<file path="src/rtl/mux2to1_rr_pkg.sv">
// Shared constants for the round-robin 2:1 mux arbiter.
// Select encoding follows the mux convention sel ? a : b.
package mux2to1_rr_pkg;

  localparam logic SEL_A = 1'b1;
  localparam logic SEL_B = 1'b0;

  localparam int unsigned WIDTH_DEFAULT = 8;

endpackage

</file>
<file path="src/rtl/mux2to1.sv">
// Single-bit 2:1 multiplexer: y = sel ? a : b.
module mux2to1 (
  input  logic a,
  input  logic b,
  input  logic sel,
  output logic y
);

  assign y = sel ? a : b;

endmodule

</file>
<file path="src/rtl/mux2to1_vec.sv">
// WIDTH-bit 2:1 mux built from one mux2to1 per bit, all sharing one select.
module mux2to1_vec
  import mux2to1_rr_pkg::*;
#(
  parameter int unsigned WIDTH = WIDTH_DEFAULT
) (
  input  logic [WIDTH-1:0] i_a,
  input  logic [WIDTH-1:0] i_b,
  input  logic             i_sel,
  output logic [WIDTH-1:0] o_y
);

  for (genvar i = 0; i < WIDTH; i++) begin : g_bit
    mux2to1 u_mux (
      .a   (i_a[i]),
      .b   (i_b[i]),
      .sel (i_sel),
      .y   (o_y[i])
    );
  end

endmodule

</file>
<file path="src/rtl/mux2to1_rr_arbiter.sv">
// Round-robin arbiter sharing one 2:1 data mux between two valid/ready requesters,
// with a single-entry output register towards the consumer.
module mux2to1_rr_arbiter
  import mux2to1_rr_pkg::*;
#(
  parameter int unsigned WIDTH = WIDTH_DEFAULT
) (
  input  logic             clk,
  input  logic             rst,
  input  logic             a_valid,
  output logic             a_ready,
  input  logic [WIDTH-1:0] a_data,
  input  logic             b_valid,
  output logic             b_ready,
  input  logic [WIDTH-1:0] b_data,
  output logic             y_valid,
  input  logic             y_ready,
  output logic [WIDTH-1:0] y_data,
  output logic             y_sel
);

  logic             r_y_valid;
  logic [WIDTH-1:0] r_y_data;
  logic             r_y_sel;
  logic             r_prio;

  logic             w_free;
  logic             w_gnt_a;
  logic             w_gnt_b;
  logic             w_gnt_any;
  logic             w_sel;
  logic [WIDTH-1:0] w_mux_data;

  // A draining register counts as free so beats can go back-to-back.
  assign w_free = !r_y_valid || y_ready;

  always_comb begin
    w_gnt_a = 1'b0;
    w_gnt_b = 1'b0;
    if (!rst && w_free) begin
      if (a_valid && b_valid) begin
        w_gnt_a = (r_prio == SEL_A);
        w_gnt_b = (r_prio == SEL_B);
      end else begin
        w_gnt_a = a_valid;
        w_gnt_b = b_valid;
      end
    end
  end

  assign w_gnt_any = w_gnt_a || w_gnt_b;
  assign w_sel     = w_gnt_a ? SEL_A : SEL_B;

  mux2to1_vec #(
    .WIDTH (WIDTH)
  ) u_mux_vec (
    .i_a   (a_data),
    .i_b   (b_data),
    .i_sel (w_sel),
    .o_y   (w_mux_data)
  );

  always_ff @(posedge clk) begin
    if (rst) begin
      r_y_valid <= 1'b0;
      r_y_data  <= '0;
      r_y_sel   <= SEL_B;
      r_prio    <= SEL_A;
    end else if (w_gnt_any) begin
      r_y_valid <= 1'b1;
      r_y_data  <= w_mux_data;
      r_y_sel   <= w_sel;
      r_prio    <= !w_sel;
    end else if (y_ready) begin
      // Data and select keep their last values once the beat is taken.
      r_y_valid <= 1'b0;
    end
  end

  assign a_ready = w_gnt_a;
  assign b_ready = w_gnt_b;
  assign y_valid = r_y_valid;
  assign y_data  = r_y_data;
  assign y_sel   = r_y_sel;

endmodule

</file>
<file path="config.mk">
export PLATFORM = sky130hd
export DESIGN_NAME = mux2to1_rr_arbiter
export DESIGN_NICKNAME = d
export VERILOG_FILES = /design/src/rtl/mux2to1_rr_pkg.sv /design/src/rtl/mux2to1.sv /design/src/rtl/mux2to1_vec.sv /design/src/rtl/mux2to1_rr_arbiter.sv
export SDC_FILE = /design/constraint.sdc
export NUM_CORES = 1
export LEC_CHECK = 0
export CELL_PAD_IN_SITES_DETAIL_PLACEMENT = 1
export CELL_PAD_IN_SITES_GLOBAL_PLACEMENT = 2
export CORE_MARGIN = 5
export CORE_UTILIZATION = 21
export CTS_CLUSTER_DIAMETER = 40
export DETAILED_ROUTE_END_ITERATION = 10
export PLACE_DENSITY = 0.74
export SYNTH_ARGS = -nofsm -noshare
export SYNTH_HDL_FRONTEND = slang
export SYNTH_HIERARCHICAL = 1
export SYNTH_SLANG_ARGS = --single-unit
</file>
<file path="constraint.sdc">
create_clock -name clk -period 2.4 [get_ports clk]
set_input_delay 0.36 -clock clk [delete_from_list [all_inputs] [get_ports clk]]
set_output_delay 0.36 -clock clk [all_outputs]
set_load 0.05 [all_outputs]
</file>
==> results.md <==
* Outcome: finished clean
* XOR/XNOR Fraction of Synth Area at 0
* Tightest Pin Transition at 0.6785 ns
* Buffers on Ports at 32
* GPL Wtd Cong at 0.8022
* Synthesized-area fraction occupied by adder cells at 0
* Number of global-route vias before repair at 679
* Ys Warns at 6
* Max cap viols at 0
* Clk Latency, worst-skew pair at 0.27 ns
* Simple-gate share of the synthesized area at 0.1923
* Net Count, Synth at 83
* Gr usage total at 0.09736
* Hold Crit Depth at 2
* Synthesis-stage register bit count at 11
* Peak VDD IR at 0.2909 mV
* Pre-antenna DRT Iters at 4
* Mux contribution to synthesized area at 0.1943
* Inserted Clock Buffers at 3
* Antenna diodes at 0
* Slew Limit Fails at 0
* Leakage at 0.4187 nW
* Mean area per synthesized cell at 9.969 um2
* Unrepaired setup endpoints after global routing: no
* Post-CTS Resized at 0
* Chip width at 64.25 um
* Flop pwr share at 0.390
* Logic pwr share at 0.367
* Post-synthesis compound-gate area fraction at 0.1822
* Crit path from: b_valid
* Drc violations at 0
* Largest family of logic cells by synthesized area: multiplexers
* Fin crit period at 2.233 ns
* Initial antenna violation count at 0
* Fmax at 447.8 MHz
* Number of library cell types mapped by synthesis at 19
* Hold Path Origin: y_data[2]$_SDFFE_PP0P_
* CP max FO at 9
* WP data required at 2.04 ns
* TritonCTS clock tree: built
* Critical Path AT at 1.87 ns
* Area Overhead vs Synth at 64.58%
* Cells after Synth at 62
* I/O pin cnt at 33
* Clk root buf: clkbuf_4
* Post-route ant nets at 0
* Dpl hpwl at 1513 um
* Initial core utilization at 0.2222
* Core area at 2781 um2
* Die area at 4128 um2
* DR iter-0 viols at 6
* Die span in y at 64.25 um
* Layout cells sized above 1 at 0.2347
* Critical path capture point type: output pin
* Slew Limit Headroom at 0.5472
* H-Tree Depth at 1
* Tightest Hold Check Type: reg2reg
* Worst hold margin at 0.4892 ns
* Fin crit share at 0.9305
* Clock-pin transition on the worst setup and hold timing paths at 0.07 ns
* Hold Vio Cnt, Final at 0
* Gr ovfl total at 0
* Internal at 0.3528 mW
* Synthesized area at 618.1 um2
* Psw at 0.1776 mW
* CTS hold repair buffers at 0
* Placement row count at 19
* Final Power at 0.5304 mW
* Sw frac at 0.3349
* Via count at 618
* Maximum clock path buffer count at 2
* Reg2reg start: r_prio$_SDFFE_PP1P_
* TritonCTS sink count at 11
* Vias/cell at 4.791
* Crit start category: input port
* Reg2reg path depth at 5
* Largest net degree at the start of global routing at 18
* Skew final at 0.01366 ns
* Post-layout nets at 120
* Routed wire length at 1920 um
* Critical path class: in2out
* Clock power share at 0.243
* Setup-failing EPs final at 0
* Most common cell after layout, fill and taps aside: clkdlybuf4s50_1
* DR WL/cell at 14.88 um
* Sequential share of the synthesized area at 0.3563
* Setup bufs post-CTS at 0
* Commonest non-fill, non-tap cells in the layout: clkdlybuf4s50_1, dfxtp_1
* Setup TNS at 0 ns
* Power per cell area at 521.4 nW/um2
* First-pass GRT wire length at 3160 um
## synth_stat cells, drive strengths merged
cell type	number	area (um2)
a2111oi	1	15.01
a21oi	3	15.01
and2b	1	7.510
and3	1	6.260
buf	4	38.78
dfxtp	11	220.2
inv	2	7.500
mux2	8	120.1
nand2	8	30.03
nand2b	1	8.760
nand4	8	50.05
nor2	2	10.01
o211ai	9	72.57
o21ai	2	10.01
or2	1	6.260
## cell type report
type / count / area, um2
clock buffers: 4 / 26.28
fillers: 321 / 1764
inverters: 2 / 7.507
multi-input cells: 45 / 354.1
flip-flops and latches: 11 / 220.2
well taps: 31 / 38.79
repair buffers: 36 / 370.4
## power groups by stage
stage / sequential [mW] / combinational, mW / clock (mW)
detailed placement: 0.212 / 0.196 / 0
CTS: 0.207 / 0.196 / 0.136
global placement: 0.211 / 0.193 / 0
finish: 0.207 / 0.194 / 0.129
floorplan: 0.258 / 0.0656 / 0
global route: 0.210 / 0.205 / 0.146
## path summary, 6_finish.rpt
path / to / slack, ns
worst max register to register: y_data[5]$_SDFFE_PP0P_ / 0.69
worst max-delay path: a_ready / 0.17
worst min-delay path: y_data[2]$_SDFFE_PP0P_ / 0.49
worst min register to register: y_data[2]$_SDFFE_PP0P_ / 0.49
## kinds of logic (layout without fill, tap and decap cells)
kind of cell / count (synthesis) / after routing
flops: 11 / 11
mux: 8 / 8
buf+inv: 6 / 42
simple gates: 22 / 22
compound gates: 15 / 15
## registers in the layout, summed over array words and instances, names as in the netlist
register	flops
y_valid	1
y_data	8
y_sel	1
r_prio	1
## worst max-delay path, stage by stage
cell	delay, ns
clkdlybuf4s50_1	0.47
inv_1	0.13
o211ai_1	0.14
nor2_2	0.56
buf_12	0.22
## routing by layer
metal  part of all wire  wire length, um  vias up  global-route usage
li1                   -                -      305                   -
met1               0.42              802      293              0.1151
met2               0.51              971       18              0.1604
met3              0.058              112        2             0.02802
met4              0.018               34        0             0.04580
met5                  0                0        -                   0
## metrics by stage
step	instance area, um2	std cells	setup WS, ns	util
detailed placement	991.0	125	0.1325	0.3563
CTS	1017	129	0.1480	0.3657
global route	1017	129	0.08936	0.3657
global placement	991.0	125	0.1793	0.3563
floorplan	620.6	62	0.1936	-
finish	1017	129	0.1668	0.3657
(Power assumes the default switching activity.)
